## config.mk

```make
export PLATFORM = sky130hd
export DESIGN_NAME = multicycle_control
export DESIGN_NICKNAME = d
export VERILOG_FILES = /design/src/rtl/mips_ctrl_pkg.sv /design/src/rtl/mem_wait_timer.sv /design/src/rtl/multicycle_control.sv
export SDC_FILE = /design/constraint.sdc
export NUM_CORES = 1
export LEC_CHECK = 0
export CORE_MARGIN = 8
export CORE_UTILIZATION = 53
export DETAILED_ROUTE_END_ITERATION = 10
export PLACE_DENSITY = 0.84
export SETUP_SLACK_MARGIN = 0.5
export SLEW_MARGIN = 5
export SYNTH_ARGS = -nofsm -noshare
export SYNTH_HDL_FRONTEND = slang
export SYNTH_SLANG_ARGS = --single-unit
export TNS_END_PERCENT = 30
```

## constraint.sdc

```tcl
create_clock -name clock -period 4.65 [get_ports clock]
set_input_delay 0.465 -clock clock [delete_from_list [all_inputs] [get_ports clock]]
set_output_delay 0.465 -clock clock [all_outputs]
set_load 0.005 [all_outputs]
```

## src/rtl/mips_ctrl_pkg.sv

```systemverilog
// Shared encodings for the multi-cycle MIPS control path: states, opcode/funct
// constants, datapath select codes and the per-state Moore control word.
package mips_ctrl_pkg;

    typedef enum logic [3:0] {
        S_IDLE   = 4'd0,
        S_FETCH  = 4'd1,
        S_DECODE = 4'd2,
        S_MEMADR = 4'd3,
        S_MEMRD  = 4'd4,
        S_MEMWB  = 4'd5,
        S_MEMWR  = 4'd6,
        S_EXEC   = 4'd7,
        S_RWB    = 4'd8,
        S_IWB    = 4'd9,
        S_BRANCH = 4'd10,
        S_JUMP   = 4'd11,
        S_JR     = 4'd12,
        S_FAULT  = 4'd15
    } state_t;

    localparam logic [5:0] OP_RTYPE = 6'h00;
    localparam logic [5:0] OP_LW    = 6'h23;
    localparam logic [5:0] OP_SW    = 6'h2B;
    localparam logic [5:0] OP_BEQ   = 6'h04;
    localparam logic [5:0] OP_J     = 6'h02;
    localparam logic [5:0] OP_ADDI  = 6'h08;

    localparam logic [5:0] FN_ADD = 6'h20;
    localparam logic [5:0] FN_SUB = 6'h22;
    localparam logic [5:0] FN_AND = 6'h24;
    localparam logic [5:0] FN_OR  = 6'h25;
    localparam logic [5:0] FN_SLT = 6'h2A;
    localparam logic [5:0] FN_JR  = 6'h08;

    localparam logic [1:0] ALUOP_ADD   = 2'b00;
    localparam logic [1:0] ALUOP_SUB   = 2'b01;
    localparam logic [1:0] ALUOP_FUNCT = 2'b10;

    localparam logic [1:0] PCSRC_ALU    = 2'b00;
    localparam logic [1:0] PCSRC_ALUOUT = 2'b01;
    localparam logic [1:0] PCSRC_JUMP   = 2'b10;
    localparam logic [1:0] PCSRC_RS     = 2'b11;

    localparam logic [1:0] SRCB_REG  = 2'b00;
    localparam logic [1:0] SRCB_ONE  = 2'b01;
    localparam logic [1:0] SRCB_IMM  = 2'b10;
    localparam logic [1:0] SRCB_BOFF = 2'b11;

    typedef struct packed {
        logic       pc_write;
        logic       pc_write_cond;
        logic [1:0] pc_source;
        logic       i_or_d;
        logic       mem_read;
        logic       mem_write;
        logic       reg_write;
        logic       reg_dst;
        logic       mem_to_reg;
        logic       alu_src_a;
        logic [1:0] alu_src_b;
        logic [1:0] alu_op;
        logic       done;
    } ctrl_t;

    function automatic logic funct_legal(input logic [5:0] fn);
        return fn inside {FN_ADD, FN_SUB, FN_AND, FN_OR, FN_SLT, FN_JR};
    endfunction

    // Moore part of the control word; Mealy strobes are added in the top.
    function automatic ctrl_t state_ctrl(input state_t s, input logic [5:0] op);
        ctrl_t c;
        c           = '0;
        c.pc_source = PCSRC_ALU;
        c.alu_src_b = SRCB_REG;
        c.alu_op    = ALUOP_ADD;
        case (s)
            S_FETCH:  begin c.mem_read = 1'b1; c.alu_src_b = SRCB_ONE; end
            S_DECODE: c.alu_src_b = SRCB_BOFF;
            S_MEMADR: begin c.alu_src_a = 1'b1; c.alu_src_b = SRCB_IMM; end
            S_MEMRD:  begin c.mem_read = 1'b1; c.i_or_d = 1'b1; end
            S_MEMWB:  begin c.reg_write = 1'b1; c.mem_to_reg = 1'b1; c.done = 1'b1; end
            S_MEMWR:  begin c.mem_write = 1'b1; c.i_or_d = 1'b1; end
            S_EXEC: begin
                c.alu_src_a = 1'b1;
                if (op == OP_RTYPE) c.alu_op = ALUOP_FUNCT;
                else                c.alu_src_b = SRCB_IMM;
            end
            S_RWB:    begin c.reg_write = 1'b1; c.reg_dst = 1'b1; c.done = 1'b1; end
            S_IWB:    begin c.reg_write = 1'b1; c.done = 1'b1; end
            S_BRANCH: begin
                c.alu_src_a     = 1'b1;
                c.alu_op        = ALUOP_SUB;
                c.pc_write_cond = 1'b1;
                c.pc_source     = PCSRC_ALUOUT;
                c.done          = 1'b1;
            end
            S_JUMP:   begin c.pc_write = 1'b1; c.pc_source = PCSRC_JUMP; c.done = 1'b1; end
            S_JR:     begin c.pc_write = 1'b1; c.pc_source = PCSRC_RS; c.done = 1'b1; end
            default:  ;
        endcase
        return c;
    endfunction

endpackage

```

## src/rtl/mem_wait_timer.sv

```systemverilog
// Counts consecutive not-ready cycles in a memory-wait state and flags a timeout
// once MAX_WAIT such cycles have elapsed and memory is still not ready.
module mem_wait_timer #(
    parameter int MAX_WAIT = 15,
    parameter int WAIT_W   = 8
) (
    input  logic clock,
    input  logic reset,
    input  logic i_active,
    input  logic i_ready,
    output logic o_timeout
);

    logic [WAIT_W-1:0] r_count;

    // Every exit from a wait state happens on ready, so clearing here also
    // clears the count on entry to the next wait state.
    always_ff @(posedge clock or posedge reset) begin
        if (reset)                       r_count <= '0;
        else if (!i_active || i_ready)   r_count <= '0;
        else                             r_count <= r_count + WAIT_W'(1);
    end

    assign o_timeout = i_active && !i_ready && (r_count == WAIT_W'(MAX_WAIT));

endmodule

```

## src/rtl/multicycle_control.sv

```systemverilog
// Control FSM for a multi-cycle MIPS datapath: sequences fetch/decode/execute/
// memory/writeback and drives every datapath enable and mux select.
module multicycle_control
    import mips_ctrl_pkg::*;
#(
    parameter int MAX_WAIT = 15,
    parameter int WAIT_W   = 8
) (
    input  logic       clock,
    input  logic       reset,
    input  logic [5:0] opcode,
    input  logic [5:0] funct,
    input  logic       zero,
    input  logic       mem_ready,
    output logic       pc_write,
    output logic       pc_write_cond,
    output logic [1:0] pc_source,
    output logic       i_or_d,
    output logic       mem_read,
    output logic       mem_write,
    output logic       ir_write,
    output logic       reg_write,
    output logic       reg_dst,
    output logic       mem_to_reg,
    output logic       alu_src_a,
    output logic [1:0] alu_src_b,
    output logic [1:0] alu_op,
    output logic       instr_done,
    output logic       illegal_op,
    output logic       mem_fault,
    output logic [3:0] state_out
);

    state_t r_state;
    state_t w_next;
    ctrl_t  r_ctrl;
    logic   r_mem_fault;
    logic   w_wait_state;
    logic   w_timeout;
    logic   w_illegal;
    logic   w_unused;

    // zero is combined with pc_write_cond in the datapath, not here.
    assign w_unused = zero;

    assign w_wait_state = (r_state == S_FETCH) || (r_state == S_MEMRD) || (r_state == S_MEMWR);

    mem_wait_timer #(.MAX_WAIT(MAX_WAIT), .WAIT_W(WAIT_W)) u_timer (
        .clock     (clock),
        .reset     (reset),
        .i_active  (w_wait_state),
        .i_ready   (mem_ready),
        .o_timeout (w_timeout)
    );

    always_comb begin
        w_illegal = 1'b0;
        case (opcode)
            OP_LW, OP_SW, OP_ADDI, OP_BEQ, OP_J: w_illegal = 1'b0;
            OP_RTYPE: w_illegal = !funct_legal(funct);
            default:  w_illegal = 1'b1;
        endcase
    end

    always_comb begin
        w_next = r_state;
        case (r_state)
            S_IDLE:   w_next = S_FETCH;
            S_FETCH:  if (mem_ready) w_next = S_DECODE; else if (w_timeout) w_next = S_FAULT;
            S_DECODE: begin
                if (w_illegal) w_next = S_FETCH;
                else begin
                    case (opcode)
                        OP_LW, OP_SW: w_next = S_MEMADR;
                        OP_RTYPE:     w_next = (funct == FN_JR) ? S_JR : S_EXEC;
                        OP_ADDI:      w_next = S_EXEC;
                        OP_BEQ:       w_next = S_BRANCH;
                        OP_J:         w_next = S_JUMP;
                        default:      w_next = S_FETCH;
                    endcase
                end
            end
            S_MEMADR: w_next = (opcode == OP_LW) ? S_MEMRD : S_MEMWR;
            S_MEMRD:  if (mem_ready) w_next = S_MEMWB; else if (w_timeout) w_next = S_FAULT;
            S_MEMWR:  if (mem_ready) w_next = S_FETCH; else if (w_timeout) w_next = S_FAULT;
            S_EXEC:   w_next = (opcode == OP_RTYPE) ? S_RWB : S_IWB;
            S_FAULT:  w_next = S_FAULT;
            default:  w_next = S_FETCH;
        endcase
    end

    // Control word is registered from the next state so it is aligned with r_state.
    always_ff @(posedge clock or posedge reset) begin
        if (reset) begin
            r_state     <= S_IDLE;
            r_ctrl      <= '0;
            r_mem_fault <= 1'b0;
        end else begin
            r_state <= w_next;
            r_ctrl  <= state_ctrl(w_next, opcode);
            if (w_next == S_FAULT) r_mem_fault <= 1'b1;
        end
    end

    assign ir_write      = (r_state == S_FETCH) && mem_ready;
    assign pc_write      = r_ctrl.pc_write || ir_write;
    assign instr_done    = r_ctrl.done || ((r_state == S_MEMWR) && mem_ready);
    assign illegal_op    = (r_state == S_DECODE) && w_illegal;
    assign pc_write_cond = r_ctrl.pc_write_cond;
    assign pc_source     = r_ctrl.pc_source;
    assign i_or_d        = r_ctrl.i_or_d;
    assign mem_read      = r_ctrl.mem_read;
    assign mem_write     = r_ctrl.mem_write;
    assign reg_write     = r_ctrl.reg_write;
    assign reg_dst       = r_ctrl.reg_dst;
    assign mem_to_reg    = r_ctrl.mem_to_reg;
    assign alu_src_a     = r_ctrl.alu_src_a;
    assign alu_src_b     = r_ctrl.alu_src_b;
    assign alu_op        = r_ctrl.alu_op;
    assign mem_fault     = r_mem_fault;
    assign state_out     = r_state;

endmodule

```

Word-level counts from Yosys, hierarchy flattened:

Index checks and enable logic that the tools add are counted.

* input port bits: 16
* output and inout port bits: 23
* register bits: 29
* logic and storage cells: 99

* muxes and demuxes: 27
* $add $sub $neg: 1
* eq/ne operators: 32
* reduce and logical (&&, ||, !) cells: 23

Operators with widths (number)
* 6-bit == test (second input constant): 7
* 4-bit by 3-bit == test with 1-bit output (second input constant): 7
* 4-bit == test (second input constant): 7
* 4-bit one-hot mux with 7 select lines: 1
* 4-bit two-way mux: 6
* 4-bit one-hot mux with 5 select lines: 1
* 4-bit by 2-bit == test with 1-bit output (second input constant): 4
* 6-bit by 4-bit == test with 1-bit output (second input constant): 2
* 1-bit two-way mux: 11
* 8-bit by 1-bit adder with 8-bit output (second input constant): 1
* 4-bit by 1-bit == test with 1-bit output (second input constant): 2
* 8-bit by 4-bit == test with 1-bit output (second input constant): 1
* 8-bit two-way mux: 1
* 2-bit one-hot mux with 4 select lines: 1
* 2-bit OR reduction: 4
* 6-bit by 2-bit == test with 1-bit output (second input constant): 1
* 6-bit by 3-bit == test with 1-bit output (second input constant): 1
* 6-bit logical NOT: 1
* 2-bit two-way mux: 3
* 2-bit one-hot mux with 3 select lines: 1
* 6-bit nonzero test: 1
* 3-bit OR reduction: 2
* 6-bit OR reduction: 1
* 1-bit logical AND: 5
* other kinds (5): 11

Depth between registers and ports, before layout:

Gate-level depths: netlist (run 1).

* depth in word-level cells: 11
* depth in mapped cells: 10
* gate-level depth less buffers: 9

Modules after synthesis:

A second synthesis (run 1) with hierarchy kept.

* cell total of the unflattened synthesis: 183
* area total of the unflattened synthesis: 1781.7 um^2

Modules (own cells, without submodules)
* multicycle_control: instances 1, area each 1382.6 um^2, sequential area each 525.5 um^2, cells each 145
* mem_wait_timer: instances 1, area each 399.1 um^2, sequential area each 200.2 um^2, cells each 38

Least setup slack after synthesis (run 1):

OpenSTA, ideal clock, no wires.

* path kind: input to register
* from: in opcode[1]
* to: reg r_ctrl, in the netlist pc_source[1]
* cell stages on the path: 7
* setup slack: 2.287 ns
* required time: 4.572 ns
* arrival: 2.285 ns
* library setup time: 0.078 ns
* path buffers: 0
* path through: or4_4 -> o311a_1 -> o21ai_1 -> nand2_1 -> or3_4 -> or3b_1 -> a21oi_1

* longest elaborated chain between the ends: 7
* elaborated cells between the ends (all ways): 18
* those cells by class: eq/ne: 8; mux: 7; reduce/logical: 3

RTL lines
* start, declared: line multicycle_control.sv:11 `input logic [5:0] opcode,`
* 6-bit == test (tied with other cells): line multicycle_control.sv:58, multicycle_control.sv:73, multicycle_control.sv:83
* 5-bit OR reduction / 2-bit OR reduction (equally long branches): line multicycle_control.sv:58, multicycle_control.sv:73
* 1-bit one-hot mux with 2 select lines / 4-bit one-hot mux with 5 select lines (equally long branches): line multicycle_control.sv:58, multicycle_control.sv:73
* 4-bit two-way mux: line multicycle_control.sv:71 `if (w_illegal) w_next = S_FETCH;`
* 4-bit one-hot mux with 7 select lines *: line multicycle_control.sv:67 `case (r_state)`
* 4-bit == test: line mips_ctrl_pkg.sv:77 `case (s)`
* 2-bit one-hot mux with 3 select lines *: line mips_ctrl_pkg.sv:77
* end signal, assigned: line multicycle_control.sv:100 `r_ctrl <= state_ctrl(w_next, opcode);`
* end, declared: line multicycle_control.sv:36 `ctrl_t r_ctrl;`

Mark *: on every way between the ends. The rest lies on a longest branch, timed or not.
A chain may end at the register's enable or synchronous reset.

Worst setup path in the final report (run 1):

* from: reg r_state[3], in the netlist state_out[3]
* to: out illegal_op

* longest elaborated chain between the ends: 2

RTL lines
* start, declared: line multicycle_control.sv:34 `state_t r_state;`
* start signal, assigned: line multicycle_control.sv:99 `r_state <= w_next;`
* 4-bit by 2-bit == test with 1-bit output: line multicycle_control.sv:108 `assign illegal_op = (r_state == S_DECODE) && w_illegal;`
* 1-bit logical AND: line multicycle_control.sv:108
* end, declared: line multicycle_control.sv:29 `output logic illegal_op,`

No other way between the ends.

==> results of run 1 <==
## final cells by class
cell class                      instances  area share (%)
Clock buffer                            7           2.686
Clock inverter                          1           1.465
Inverter                                6           1.099
Multi-Input combinational cell        132           39.26
Sequential cell                        29           35.41
Tap cell                               33           2.015
Timing Repair Buffer                   37           18.07
## synth_stat cells, drive strengths merged, types with 2 or more instances
master  count
a211oi      2
a21o        3
a21oi       8
buf         9
clkbuf      6
dfrtp      29
inv         6
nand2      17
nand2b      7
nand3       7
nand3b      3
nor2       20
nor2b       2
nor3        6
nor3b       4
nor4        4
o21ai       8
o21bai      3
or2         4
or3         3
or4         3
xnor2       7
xor2        3
## logic make-up after synthesis
group	count (synthesis)
flip-flops	29
AO/OA/AOI/OAI	36
adder cells (fa/ha/maj)	2
XOR/XNOR	10
AND/OR/NAND/NOR	84
buffers and inverters	21
## how the worst min path moves through the flow
| stage | startpoint | end | slack [ns] | cells after the start |
|---|---|---|---|---|
| 2_1_floorplan | u_timer.r_count[0] | u_timer.r_count[0] | 0.43 | 1 |
| 3_3_place_gp | u_timer.r_count[0] | u_timer.r_count[0] | 0.45 | 1 |
| 3_5_place_dp | u_timer.r_count[0] | u_timer.r_count[0] | 0.47 | 1 |
| 4_1_cts | u_timer.r_count[0] | u_timer.r_count[0] | 0.49 | 1 |
| 6_report | u_timer.r_count[0] | u_timer.r_count[0] | 0.48 | 1 |
| 5_1_grt | u_timer.r_count[0] | u_timer.r_count[0] | 0.50 | 1 |
## routing by layer
metal  track usage (%)  vias up
met3             3.347        7
met1             16.37      666
met4             5.442        0
met2             26.12       44
met5                 0        -
li1                  -      691
## through the flow
stage | setup slack [ns] | area [sq um]
2_1_floorplan | 2.287 | 1635
3_3_place_gp | 1.482 | 1964
3_5_place_dp | 1.439 | 1964
4_1_cts | 1.491 | 2049
5_1_grt | 1.324 | 2049
6_report | 1.419 | 2049
## critical path, stage by stage, from the launching register on
cell,delay [ns]
dfrtp_1,0.53
nor4_1,0.94
o2111ai_1,0.23
nand3_1,0.21
clkdlybuf4s50_1,0.53
## power breakdown
part	switching, mW	internal [mW]
Combinational	0.245	0.244
Sequential	0.0529	0.304
Clock	0.0797	0.128
Total	0.378	0.676
==> impl_metrics.yaml, run 1 <==
status:
  status: "complete, no violations"
synthesis:
  synth_top_family_by_area: "simple AND/OR/NAND/NOR gates"
  seq_area_frac_synth_pct: 44.38
  synth-compound-area-share_pct: 15.07
  ys_async_sr_fraction_pct: 100.0
  yosysTopAreaCell: "dfrtp_1"
  synth_edf_count: 0
  synth_cells: 182
  syn_area_sq_um: 1635
  synthTopCellsByArea: "dfrtp_1, nor2_1, nand2_1"
  synthXorXnorAreaFrac_pct: 5.356
  syn_nets: 199
  muxShareOfSynthArea_pct: 0
  ys_ff_latch: 29
  synth_top_cell_area_share_pct: 44.38
  avgSynthCellArea_sq_um: 8.985
  ys.flop_type: "dfrtp_1"
  yosys.area_share.simple_pct: 27.39
  synth_fa_ha_area_share_pct: 1.377
  ys_types: 48
  yosys_warnings: 0
grt:
  grt_pass1_vias: 1416
  grt_util_all_layers_pct: 14.59
  grt_first_pass_wirelength_microns: 6120
  antenna_found_initial: 0
  grt_max_degree: 30
  overflow: 0
power:
  finalPower_mw: 1.054
  p_per_area_nw_per_um2: 514.2
  leakage_nw: 0.8553
  ir_drop_v: 0.0002281
clocking:
  cts_buffers: 5
  ctsHoldBuffers: 0
  clock_path_buffers: 2
  post_cts_resized: 0
  clkSlewWorstSetupHoldPaths_ns: 0.09
  post_cts_buffers: 0
  cts_max_level: 2
  cts_root_buf: "clkbuf_4"
  clock-sinks: 29
  clock_latency_ns: 0.31
  cts_tree: "done"
detailed_routing:
  drt_iter0_drc: 36
  detail-route-antenna-nets: 0
  drc: 0
  via_per_inst: 5.747
  wl_per_cell_microns: 14.73
  met1_length_microns: 1510
  routed.top_layer: "met4"
  vias: 1408
  drt-total-wl_microns: 3608
  wl_met3_microns: 182
  wl_met2_microns: 1865
  first_pass_iters: 4
sta:
  setup_viol: 0
  tightest_slew_ns: 1.042
  finClkSkew_ns: 0.006842
  period_minus_slack_ns: 3.231
  fmax_ghz: 0.3095
  period_share_pct: 69.49
  hold_slack_ns: 0.4801
  slew_violations: 0
  hold_viol_final: 0
  fin_setup_tns_ns: 0
  relSlewSlack_pct: 29.89
  rsz0062_at_grt: "false"
worst_setup_path:
  worstPathArrival_ns: 2.77
  cp-startpoint: "state_out[3]"
  cp.required_ns: 4.18
  startpoint_type: "flip-flop"
  reg2reg_slack_ns: 1.84
  r2r-start: "state_out[3]"
  worstSetupEndpointType: "output pin"
  r2r_end: "reg_write"
  path_class: "flip-flop to output pin"
  path_max_fanout: 14
  crit_end: "illegal_op"
  r2r_cells: 5
layout:
  largest_reg_flops: 8
  utilization_pct: 68.25
  mostFrequentLayoutCells: "clkdlybuf4s50_1, dfrtp_1, nor2_1, nand2_1, a21oi_1"
  final_cell_count_no_fill: 245
  regArea_sq_um: 725.7
  multiInputGateArea_sq_um: 804.5
  antenna_cells: 0
  largest-register: "u_timer.r_count"
  syn_to_final_growth_pct: 25.33
  layout-drive-gt1-share_pct: 5.660
  nFillCells: 252
  layout_commonest_cell: "clkdlybuf4s50_1"
  nets: 228
floorplanning:
  rows: 20
  start_util_pct: 54.46
  die_h_microns: 71.55
  die_area_sq_um: 5119
  io_pins: 39
  fp.dieW_microns: 71.55
  fp.coreArea_sq_um: 3003
flow_run:
  cap_violations: 0
place:
  gp_congestion: 0.8371
  hpwlAfterDp_microns: 2801
  port-buffer-count: 37
  placed_cells: 237
min_path:
  min_path_type: "flip-flop to flip-flop"
(Power assumes the default switching activity.)
==> run 2: changes to the inputs <==
--- a/config.mk
+++ b/config.mk
@@ -6,9 +6,9 @@
 export NUM_CORES = 1
 export LEC_CHECK = 0
 export CORE_MARGIN = 8
-export CORE_UTILIZATION = 53
+export CORE_UTILIZATION = 49
 export DETAILED_ROUTE_END_ITERATION = 10
-export PLACE_DENSITY = 0.84
+export PLACE_DENSITY = 0.79
 export SETUP_SLACK_MARGIN = 0.5
 export SLEW_MARGIN = 5
 export SYNTH_ARGS = -nofsm -noshare
==> constraint.sdc (replaced) <==
create_clock -name clock -period 3.27 [get_ports clock]
set_input_delay 0.327 -clock clock [delete_from_list [all_inputs] [get_ports clock]]
set_output_delay 0.327 -clock clock [all_outputs]
set_load 0.005 [all_outputs]
==> run 2 against run 1 <==
Against the previous run: clock-buffer cell count shrank 2; sequential power grew 42%; sequential cell count is the same; hold slack lost 0.015 ns; final area grew 1.0%; critical path depth grew 2; combinational power grew 44%; first-iteration DRC count grew 120%; global-route usage grew 0.14 points; core utilization shrank 4.7 points; final cell count grew 5.7%; critical path type is now input port to output pin; critical endpoint unchanged.
==> impl_metrics.yaml, run 2 (synthesized netlist as in run 1, its figures left out) <==
status:
  status: "complete, no violations"
worst_setup_path:
  path_class: "input port to output pin"
  startpoint_type: "input port"
  path_max_fanout: 6
  worstPathArrival_ns: 2.35
  crit_buf_inv: 2
  cpMostUsedCell: "clkdlybuf4s50_1"
  cp.required_ns: 2.94
  worstSetupEndpointType: "output pin"
  slowest_delay_ns: 0.58
  cp_top_family: "buffers and inverters"
  critPathSlowestCell: "or4_4"
  path_cells: "clkdlybuf4s50_1, or4_4, nor2_1, o2111ai_1, nand3_1, clkdlybuf4s50_1"
grt:
  grt_first_pass_wirelength_microns: 6147
  grt_pass1_vias: 1367
  overflow: 0
  antenna_found_initial: 0
  grt_max_degree: 30
  grt_util_all_layers_pct: 14.73
sta:
  setup_slack_ns: 0.5949
  relSlewSlack_pct: 31.18
  tightest_slew_ns: 1.031
  period_share_pct: 81.81
  setup_viol: 0
  hold_viol_final: 0
  rsz0062_at_grt: "false"
  slew_violations: 0
  fmax_ghz: 0.3738
  fin_setup_tns_ns: 0
  period_minus_slack_ns: 2.675
  finClkSkew_ns: 0.009882
  hold_slack_ns: 0.4649
power:
  p_per_area_nw_per_um2: 714.0
  ir_drop_v: 0.0004619
  leakage_nw: 0.8704
  p_sw_mw: 0.5302
  clockPowerShare_pct: 17.9
  p_comb_share_pct: 47.8
  p_int_mw: 0.9483
  power_frac_seq_pct: 34.3
  switching_share_pct: 35.86
layout:
  syn_to_final_growth_pct: 26.63
  antenna_cells: 0
  regArea_sq_um: 725.7
  nets: 230
  mostFrequentLayoutCells: "clkdlybuf4s50_1, dfrtp_1, nor2_1, nand2_1, a21oi_1"
  largest_reg_flops: 8
  layout_commonest_cell: "clkdlybuf4s50_1"
  layout-drive-gt1-share_pct: 6.573
  largest-register: "u_timer.r_count"
  nFillCells: 286
  design_area_sq_um: 2071
  multiInputGateArea_sq_um: 804.5
clocking:
  post_cts_buffers: 0
  clkSlewWorstSetupHoldPaths_ns: 0.08
  clock-sinks: 29
  cts_max_level: 2
  cts_root_buf: "clkbuf_4"
  clock_path_buffers: 2
  ctsHoldBuffers: 0
  cts_buffers: 5
  cts_tree: "done"
  clock_latency_ns: 0.31
detailed_routing:
  drt-total-wl_microns: 3669
  vias: 1373
  first_pass_iters: 4
  detail-route-antenna-nets: 0
  drt_iter0_drc: 79
  drc: 0
  via_per_inst: 5.301
  wl_per_cell_microns: 14.17
place:
  port-buffer-count: 37
  gp_congestion: 0.8863
  place_area_sq_um: 1996
  pre_cts_ws_ns: 0.2852
  hpwlAfterDp_microns: 2838
floorplanning:
  start_util_pct: 50.19
  fp.dieW_microns: 73.77
  die_area_sq_um: 5442
  io_pins: 39
  rows: 21
  fp.coreArea_sq_um: 3258
  die_h_microns: 73.77
flow_run:
  cap_violations: 0
min_path:
  min_path_type: "flip-flop to flip-flop"
[run 2: cell count changes in the layout (fill, tap and decap cells not counted), sizes merged]
| cell | previous run | this run |
|---|---|---|
| clkinv | 0 | 1 |
| clkbuf | 7 | 5 |
| dlymetal6s2s | 0 | 1 |
| clkdlybuf4s50 | 37 | 36 |
| buf | 0 | 2 |
[run 2: cell type report]
cell class                      instances  area share, %
Sequential cell                        29          35.05
Timing Repair Buffer                   39          18.73
Clock buffer                            5          1.813
Inverter                                6          1.088
Clock inverter                          2          1.692
Tap cell                               46          2.779
Multi-Input combinational cell        132          38.85
[run 2: timing repair]
item / CTS / global route
hold endpoints to repair: 0 / 0
setup endpoints to repair: 0 / 1
resized for setup: 0 / 1
[run 2: power groups by stage]
stage / Combinational [mW] / Sequential (mW) / Clock [mW]
floorplan: 0.511 / 0.475 / 0
global placement: 0.696 / 0.512 / 0
detailed placement: 0.711 / 0.516 / 0
CTS: 0.714 / 0.508 / 0.275
global route: 0.783 / 0.522 / 0.296
finish: 0.706 / 0.508 / 0.264
[run 2: metal layers]
metal	wire length, microns	GRT usage (%)
met4	19	5.987
met1	1443	15.58
met3	198	4.775
met2	2008	26.08
met5	0	0
[run 2: worst paths after layout]
check	from	end	slack [ns]	depth (start not counted)
worst max-delay path	opcode[0]	illegal_op	0.59	6
worst min-delay path	u_timer.r_count[0]	u_timer.r_count[0]	0.46	1
worst max register to register	u_timer.r_count[5]	pc_source[1]	0.65	7
worst min register to register	u_timer.r_count[0]	u_timer.r_count[0]	0.46	1
max in group asynchronous	reset	u_timer.r_count[4]	2.08	2
min in group asynchronous	reset	mem_fault	0.57	2
[run 2: worst register-to-register path: cells and delay by family, from the launching register on]
kind | cells | cell delay [ns]
AO/OA/AOI/OAI | 3 | 0.84
buffers and inverters | 1 | 0.08
flip-flops | 1 | 0.42
AND/OR/NAND/NOR | 3 | 1.22
[run 2: metrics by stage]
stage	utilization (%)	total power, mW	instances
floorplan	-	0.9861	182
global placement	61.25	1.208	252
detailed placement	61.25	1.227	252
CTS	63.48	1.497	259
global route	63.56	1.601	259
finish	63.56	1.479	259
